$ cat src/rtl/lsu_mem_pkg.sv
// Shared types and helpers for the LSU memory responder: default widths,
// the queued-request layout, the head FSM states and the byte-enable merge.
package lsu_mem_pkg;

    localparam int LSU_NUM_WORDS = 32;
    localparam int LSU_DATA_W    = 32;
    localparam int LSU_ADDR_W    = 32;
    localparam int LSU_LAT_W     = 3;
    localparam int LSU_BE_W      = LSU_DATA_W / 8;

    // Layout of one queued request; the FIFO entry vector uses the same
    // field order (we is the MSB, lat the LSBs).
    typedef struct packed {
        logic                  we;
        logic [LSU_ADDR_W-1:0] addr;
        logic [LSU_DATA_W-1:0] wdata;
        logic [LSU_BE_W-1:0]   be;
        logic [LSU_LAT_W-1:0]  lat;
    } lsu_req_t;

    typedef enum logic [1:0] {
        IDLE = 2'd0,
        WAIT = 2'd1,
        RESP = 2'd2
    } lsu_state_t;

    // Replace the bytes of old_word selected by be with those of new_word.
    function automatic logic [LSU_DATA_W-1:0] be_merge(
        input logic [LSU_DATA_W-1:0] old_word,
        input logic [LSU_DATA_W-1:0] new_word,
        input logic [LSU_BE_W-1:0]   be
    );
        logic [LSU_DATA_W-1:0] merged;
        merged = old_word;
        for (int b = 0; b < LSU_BE_W; b++) begin
            if (be[b]) begin
                merged[8*b +: 8] = new_word[8*b +: 8];
            end
        end
        return merged;
    endfunction

endpackage

$ cat src/rtl/lsu_req_fifo.sv
// Two-entry in-order request FIFO. Pointers and occupancy are reset;
// the payload slots are plain storage and only written on push.
module lsu_req_fifo #(
    parameter int W = 8
) (
    input  logic         clk,
    input  logic         rst,
    input  logic         push,
    input  logic         pop,
    input  logic [W-1:0] din,
    output logic [W-1:0] dout,
    output logic         full,
    output logic         empty
);

    logic [W-1:0] slots [2];
    logic         wr_ptr;
    logic         rd_ptr;
    logic [1:0]   count;

    // Pointer and occupancy tracking; push and pop may happen together.
    always_ff @(posedge clk or posedge rst) begin
        if (rst) begin
            wr_ptr <= 1'b0;
            rd_ptr <= 1'b0;
            count  <= 2'd0;
        end else begin
            if (push) begin
                wr_ptr <= ~wr_ptr;
            end
            if (pop) begin
                rd_ptr <= ~rd_ptr;
            end
            count <= count + {1'b0, push} - {1'b0, pop};
        end
    end

    // Payload storage, written at the tail slot on push.
    always_ff @(posedge clk) begin
        if (push) begin
            slots[wr_ptr] <= din;
        end
    end

    assign dout  = slots[rd_ptr];
    assign full  = (count == 2'd2);
    assign empty = (count == 2'd0);

endmodule

$ cat src/rtl/lsu_mem_responder.sv
// Data-memory responder for the CVA6 LSU shim. Accepts load/store requests
// into a 2-entry in-order queue, waits a per-request latency, then emits a
// single-cycle load or store completion pulse while committing the access to
// a small word-addressed memory.
// Build option: LSU_MEM_RESP_EXPOSE_MEM_EN adds the mem_o port mirroring the
// whole memory array.
module lsu_mem_responder
    import lsu_mem_pkg::*;
#(
    parameter int NUM_WORDS = LSU_NUM_WORDS,
    parameter int DATA_W    = LSU_DATA_W,
    parameter int ADDR_W    = LSU_ADDR_W,
    parameter int LAT_W     = LSU_LAT_W
) (
    input  logic                  clk_i,
    input  logic                  rst_i,
    input  logic                  req_valid_i,
    output logic                  req_ready_o,
    input  logic                  req_we_i,
    input  logic [ADDR_W-1:0]     req_addr_i,
    input  logic [DATA_W-1:0]     req_wdata_i,
    input  logic [DATA_W/8-1:0]   req_be_i,
    input  logic [LAT_W-1:0]      lat_i,
    output logic                  load_mem_resp_o,
    output logic                  store_mem_resp_o,
    output logic [DATA_W-1:0]     load_rdata_o,
    output logic                  err_o
`ifdef LSU_MEM_RESP_EXPOSE_MEM_EN
    ,
    output logic [NUM_WORDS*DATA_W-1:0] mem_o
`endif
);

    localparam int BE_W    = DATA_W / 8;
    localparam int IDX_W   = $clog2(NUM_WORDS);
    localparam int ENTRY_W = 1 + ADDR_W + DATA_W + BE_W + LAT_W;
    localparam logic [ADDR_W-1:0] ADDR_LIMIT = ADDR_W'(NUM_WORDS * 4);

    logic               push;
    logic               pop;
    logic               fifo_full;
    logic               fifo_empty;
    logic [ENTRY_W-1:0] entry_in;
    logic [ENTRY_W-1:0] head;

    logic               head_we;
    logic [ADDR_W-1:0]  head_addr;
    logic [DATA_W-1:0]  head_wdata;
    logic [BE_W-1:0]    head_be;
    logic [LAT_W-1:0]   head_lat;
    logic               head_fault;
    logic [IDX_W-1:0]   head_idx;

    lsu_state_t         state;
    lsu_state_t         state_nxt;
    logic [LAT_W-1:0]   cnt;
    logic [LAT_W-1:0]   cnt_nxt;

    logic [DATA_W-1:0]  mem [NUM_WORDS];

    // Ready depends only on registered occupancy, never on a same-cycle pop,
    // and is held low while reset is applied.
    assign req_ready_o = !rst_i && !fifo_full;
    assign push        = req_valid_i && req_ready_o;
    assign pop         = (state == RESP);
    assign entry_in    = {req_we_i, req_addr_i, req_wdata_i, req_be_i, lat_i};

    lsu_req_fifo #(
        .W (ENTRY_W)
    ) u_fifo (
        .clk   (clk_i),
        .rst   (rst_i),
        .push  (push),
        .pop   (pop),
        .din   (entry_in),
        .dout  (head),
        .full  (fifo_full),
        .empty (fifo_empty)
    );

    assign {head_we, head_addr, head_wdata, head_be, head_lat} = head;

    assign head_fault = (head_addr[1:0] != 2'b00) || (head_addr >= ADDR_LIMIT);
    assign head_idx   = head_addr[2 +: IDX_W];

    // Head FSM state and latency counter registers.
    always_ff @(posedge clk_i or posedge rst_i) begin
        if (rst_i) begin
            state <= IDLE;
            cnt   <= '0;
        end else begin
            state <= state_nxt;
            cnt   <= cnt_nxt;
        end
    end

    // Next-state logic. The counter value 0 covers the first cycle the head
    // is valid, so from IDLE a zero-latency head moves straight to RESP and
    // responds on the edge after acceptance.
    always_comb begin
        state_nxt = state;
        cnt_nxt   = cnt;
        case (state)
            IDLE, WAIT: begin
                if (!fifo_empty) begin
                    if (cnt == head_lat) begin
                        state_nxt = RESP;
                        cnt_nxt   = '0;
                    end else begin
                        state_nxt = WAIT;
                        cnt_nxt   = cnt + LAT_W'(1);
                    end
                end
            end
            RESP: begin
                // After the pop an entry remains if the queue was full or a
                // request is being accepted in this same cycle.
                state_nxt = (fifo_full || push) ? WAIT : IDLE;
                cnt_nxt   = '0;
            end
            default: begin
                state_nxt = IDLE;
                cnt_nxt   = '0;
            end
        endcase
    end

    // Memory array: zeroed by reset, stores commit at the end of RESP so a
    // later queued load sees them.
    always_ff @(posedge clk_i or posedge rst_i) begin
        if (rst_i) begin
            for (int i = 0; i < NUM_WORDS; i++) begin
                mem[i] <= '0;
            end
        end else if (pop && head_we && !head_fault) begin
            mem[head_idx] <= be_merge(mem[head_idx], head_wdata, head_be);
        end
    end

    assign load_mem_resp_o  = pop && !head_we;
    assign store_mem_resp_o = pop && head_we;
    assign err_o            = pop && head_fault;
    assign load_rdata_o     = (pop && !head_we && !head_fault) ? mem[head_idx] : '0;

`ifdef LSU_MEM_RESP_EXPOSE_MEM_EN
    for (genvar g = 0; g < NUM_WORDS; g++) begin : g_mem_o
        assign mem_o[g*DATA_W +: DATA_W] = mem[g];
    end
`endif

endmodule
$ cat config.mk
export PLATFORM = sky130hd
export DESIGN_NAME = lsu_mem_responder
export DESIGN_NICKNAME = d
export VERILOG_FILES = /design/src/rtl/lsu_mem_pkg.sv /design/src/rtl/lsu_req_fifo.sv /design/src/rtl/lsu_mem_responder.sv
export SDC_FILE = /design/constraint.sdc
export NUM_CORES = 2
export LEC_CHECK = 0
export CORE_ASPECT_RATIO = 1.1
export CORE_UTILIZATION = 65
export CTS_BUF_LIST = sky130_fd_sc_hd__clkbuf_4 sky130_fd_sc_hd__clkbuf_8
export CTS_CLUSTER_DIAMETER = 40
export CTS_CLUSTER_SIZE = 8
export DETAILED_ROUTE_END_ITERATION = 10
export GPL_TIMING_DRIVEN = 0
export MAX_ROUTING_LAYER = met4
export PLACE_DENSITY_LB_ADDON = 0.08
export SYNTH_ARGS = -nofsm -noshare
export SYNTH_HDL_FRONTEND = slang
export SYNTH_SLANG_ARGS = --single-unit
$ cat constraint.sdc
create_clock -name clk_i -period 50.5 [get_ports clk_i]
set_input_delay 15.15 -clock clk_i [delete_from_list [all_inputs] [get_ports clk_i]]
set_output_delay 15.15 -clock clk_i [all_outputs]
set_load 0.05 [all_outputs]
==> impl_summary.log <==
[metrics] result of the run: finished, violations left
[metrics] failing checks: capacitance limit, slew limit
[metrics] Synth Register Bits: 1177
[metrics] clock tree root driver cell: sky130_fd_sc_hd__clkbuf_8
[metrics] count of flip-flops with a built-in enable after synthesis: 144
[metrics] clk slew on worst S/H paths: 0.06 ns
[metrics] starting density of the core: 65.8%
[metrics] launch point of the worst reg-to-reg path: u_fifo.rd_ptr
[metrics] final worst path period need: 32.01 ns
[metrics] async set or reset register ratio after synthesis: 87.8%
[metrics] worst clock skew on the final layout: 0.0556 ns
[metrics] number of setup buffers added after CTS: 0
[metrics] Die Footprint: between 90000 and 100000 um^2
[metrics] number of global-route vias before repair: around 45000
[metrics] top-level I/O count: 111
[metrics] Layout area overhead: 10.8%
[metrics] DIE WIDTH: just under 300 um
[metrics] Detailed Route WL: 224000 um
[metrics] detailed router's first-iteration violation count: 6574
[metrics] number of vias per cell: ~7
[metrics] worst min-delay path class: flop to flop
[metrics] family with the most delay on the worst path: buffers and inverters
[metrics] height of the chip: roughly 320 um
[metrics] worst setup margin: 18.49 ns
[metrics] clock tree buffer depth: 3
[metrics] Seq/Total Area, Yosys: 51.2%
[metrics] setup slack on the worst flop-to-flop path: 44.49 ns
[metrics] maximum number of pins on one net before global-route repair: 130
[metrics] max capacitance violation total: 3
[metrics] TritonCTS Buffers: 180
[metrics] CP peak stage delay: around 0.87 ns
[metrics] most common cell after layout, fill and taps aside: sky130_fd_sc_hd__dfrtp_1
[metrics] clock latency at the later pin of the worst-skew pair: 0.93 ns
[metrics] number of levels in the clock H-tree: 4
[metrics] final setup violation count: 0
[metrics] top_reg_cell synth: sky130_fd_sc_hd__dfrtp_1
[metrics] Synthesis Warnings: 0
[metrics] synthesized area per cell: 12.0 um^2
[metrics] ordered cell list for the critical path: clkdlybuf4s50_1 -> a21oi_1 -> clkdlybuf4s50_1
[metrics] global-route wire length before repair: 319000 um
[metrics] DRC: 0
[metrics] wire per inst: 34.6 um
[metrics] data arrival time of the critical path: between 15 and 20 ns
[metrics] stages on the worst setup path: 3
[metrics] standard cell with the maximum stage delay on the critical path: sky130_fd_sc_hd__clkdlybuf4s50_1
[metrics] Req. time, crit path: 35.35 ns
[metrics] Gate Count Post-Synth: 4905
[metrics] fraction of the cycle the final worst path needs: between 60% and 70%
[metrics] net total in the final layout: 5290
[metrics] number of buffers and inverters on the critical path: 2
[metrics] worst setup path end: req_ready_o
[metrics] overall track demand over capacity in global routing: ~50%
[metrics] number of input and output port buffers inserted: between 100 and 150
[metrics] largest fanout on the critical path: 3
[metrics] Power per Cell Area: between 30 and 40 nW/um^2
[metrics] TritonCTS clock tree: built
[metrics] syn nets: ~5000
[metrics] worst reg2reg path depth: 8
[metrics] Worst Setup SP: rst_i
[metrics] count of cells resized by post-cts repair: 0
[metrics] Pleak: approximately 28 nW
[metrics] number of antenna-violating nets in the routed design: 0
[metrics] Max Transition Viols Final: 10
[metrics] achievable frequency: 31.2 MHz
[metrics] number of vias after detailed routing: 46200
[metrics] gr ovfl total: 0
[metrics] CP Class: primary input to output port
[metrics] unrepaired setup endpoints after global routing: no
[metrics] pin slew with the least headroom to its limit: 1.63 ns
[metrics] highest ir drop seen on vdd: 0.0000308 V
[metrics] minimum setup slack after placement: 18.50 ns
[metrics] critical path capture point type: output port
[metrics] standard-cell rows: 115
[metrics] kind of launch point of the worst setup path: primary input
[metrics] 1st-pass router iterations: 6
[metrics] layout cell share with drive strength beyond 1: 25.9%
[metrics] Worst path most repeated cell: sky130_fd_sc_hd__clkdlybuf4s50_1
[metrics] final number of hold-violating endpoints: 0
[metrics] routability congestion estimate: between 1 and 1.5
[metrics] post-synth cell types: 85
[metrics] Core Box Area: 89600 um^2
[metrics] Critical R2R Capture: mem[546]
[metrics] number of buffers added to fix hold violations after cts: 0
[metrics] clock sinks: 1177
[metrics] HPWL after detailed placement: 160000 um
[metrics] worst hold slack: 0.478 ns
[metrics] Relative slew margins: -9.39%
[metrics] Mapped Area: 59000 um^2
[metrics] commonest cells after routing, fill and taps aside: sky130_fd_sc_hd__dfrtp_1, sky130_fd_sc_hd__nand2_1, sky130_fd_sc_hd__mux2_2
[metrics] number of antenna violations at the first check in global routing: 17
==> worst register-to-register path, stage by stage (launching register included) <==
cell                       delay (ns)
sky130_fd_sc_hd__dfrtp_1         0.54
sky130_fd_sc_hd__buf_6           0.24
sky130_fd_sc_hd__nor3b_2         1.09
sky130_fd_sc_hd__or2_2           0.26
sky130_fd_sc_hd__clkbuf_1        0.96
sky130_fd_sc_hd__nand2_1         0.58
sky130_fd_sc_hd__nor4_1          0.79
sky130_fd_sc_hd__clkbuf_1        0.98
sky130_fd_sc_hd__mux2_2          0.43
==> metrics by stage <==
| stage | instance area, um^2 | utilization, % | instances | setup TNS, ns | power (mW) |
|---|---|---|---|---|---|
| 3_5_place_dp | 62000 | 69.1 | 6200 | 0 | 1.61 |
| 6_report | 65300 | 72.9 | 6488 | 0 | 2.42 |
| 5_1_grt | 65300 | 72.9 | 6482 | 0 | 2.45 |
| 4_1_cts | 65300 | 72.8 | 6470 | 0 | 2.38 |
| 3_3_place_gp | 61600 | 68.7 | 6185 | -5690.66 | 1.61 |
| 2_1_floorplan | 59000 | - | 4905 | 0 | 1.33 |
==> power by group <==
group	leakage [nW]	total [mW]	internal (mW)	switching [mW]
registers	15.7	0.988	0.980	0.00894
logic	10.8	0.647	0.140	0.507
clock network	1.72	0.789	0.399	0.390
==> synthesized netlist by cell type, types with 32 or more instances <==
| library cell | count | area [um^2] |
|---|---|---|
| sky130_fd_sc_hd__or4_1 | 37 | 278 |
| sky130_fd_sc_hd__o21ai_0 | 314 | 1570 |
| sky130_fd_sc_hd__a21boi_0 | 63 | 473 |
| sky130_fd_sc_hd__nand2_1 | 638 | 2390 |
| sky130_fd_sc_hd__mux2i_1 | 268 | 2680 |
| sky130_fd_sc_hd__a22o_1 | 32 | 280 |
| sky130_fd_sc_hd__a21bo_2 | 47 | 470 |
| sky130_fd_sc_hd__buf_6 | 73 | 822 |
| sky130_fd_sc_hd__dfrtp_1 | 1033 | 25800 |
| sky130_fd_sc_hd__clkbuf_1 | 244 | 916 |
| sky130_fd_sc_hd__buf_2 | 126 | 631 |
| sky130_fd_sc_hd__o22ai_1 | 113 | 707 |
| sky130_fd_sc_hd__mux2_1 | 58 | 653 |
| sky130_fd_sc_hd__nand4_1 | 50 | 313 |
| sky130_fd_sc_hd__a41oi_1 | 73 | 639 |
| sky130_fd_sc_hd__o21a_1 | 108 | 811 |
| sky130_fd_sc_hd__o21ai_1 | 39 | 195 |
| sky130_fd_sc_hd__o41ai_1 | 40 | 350 |
| sky130_fd_sc_hd__a21oi_1 | 74 | 370 |
| sky130_fd_sc_hd__mux2_2 | 408 | 4590 |
| sky130_fd_sc_hd__a31oi_1 | 39 | 244 |
| sky130_fd_sc_hd__mux2_4 | 318 | 4770 |
| sky130_fd_sc_hd__nor4_1 | 54 | 338 |
| sky130_fd_sc_hd__nand4b_1 | 45 | 394 |
| sky130_fd_sc_hd__edfxtp_1 | 144 | 4320 |
==> cell type report <==
class	count	area, um^2
fillers	6432	24300
inverters	6	30.0
diodes	18	45.0
flip-flops and latches	1177	30200
repair buffers	125	1470
well taps	1170	1460
multi-input cells	3219	26100
clock inverters	32	282
clock buffers	238	3030
plain buffers	503	2700
==> cell families (layout without fill, tap and decap cells) <==
logic type	Yosys count	in the layout	share of synthesized area, %
adder cells (fa/ha/maj)	3	3	0.0636
XOR/XNOR	7	7	0.104
flip-flops	1177	1177	51.2
other	0	18	0
AND/OR/NAND/NOR	1074	1074	9.70
multiplexers	1056	1056	21.7
buffers and inverters	509	904	4.61
AO/OA/AOI/OAI	1079	1079	12.7
==> worst min path at each step <==
stage          startpoint       end  slack, ns  cells after the start
2_1_floorplan    mem[736]  mem[736]       0.44                      2
3_3_place_gp     mem[748]  mem[748]       0.45                      2
3_5_place_dp     mem[744]  mem[744]       0.46                      2
4_1_cts          mem[744]  mem[744]       0.48                      2
5_1_grt          mem[519]  mem[519]       0.50                      1
6_report         mem[736]  mem[736]       0.48                      2
==> per-layer routing <==
layer / vias to the layer above / share of wire (%) / GRT usage (%)
li1: 18700 / - / -
met2: 3393 / 41 / 66.7
met4: 0 / 9.0 / 36.9
met3: 887 / 13 / 17.5
met5: - / 0 / -
met1: 23300 / 37 / 63.3
==> registers in the layout, indices dropped and copies added, names as in the netlist <==
name and flops:
cnt 3, mem 1024, state 2, u_fifo.count 2
u_fifo.rd_ptr 1, u_fifo.slots 144, u_fifo.wr_ptr 1
(Power assumes the default switching activity.)
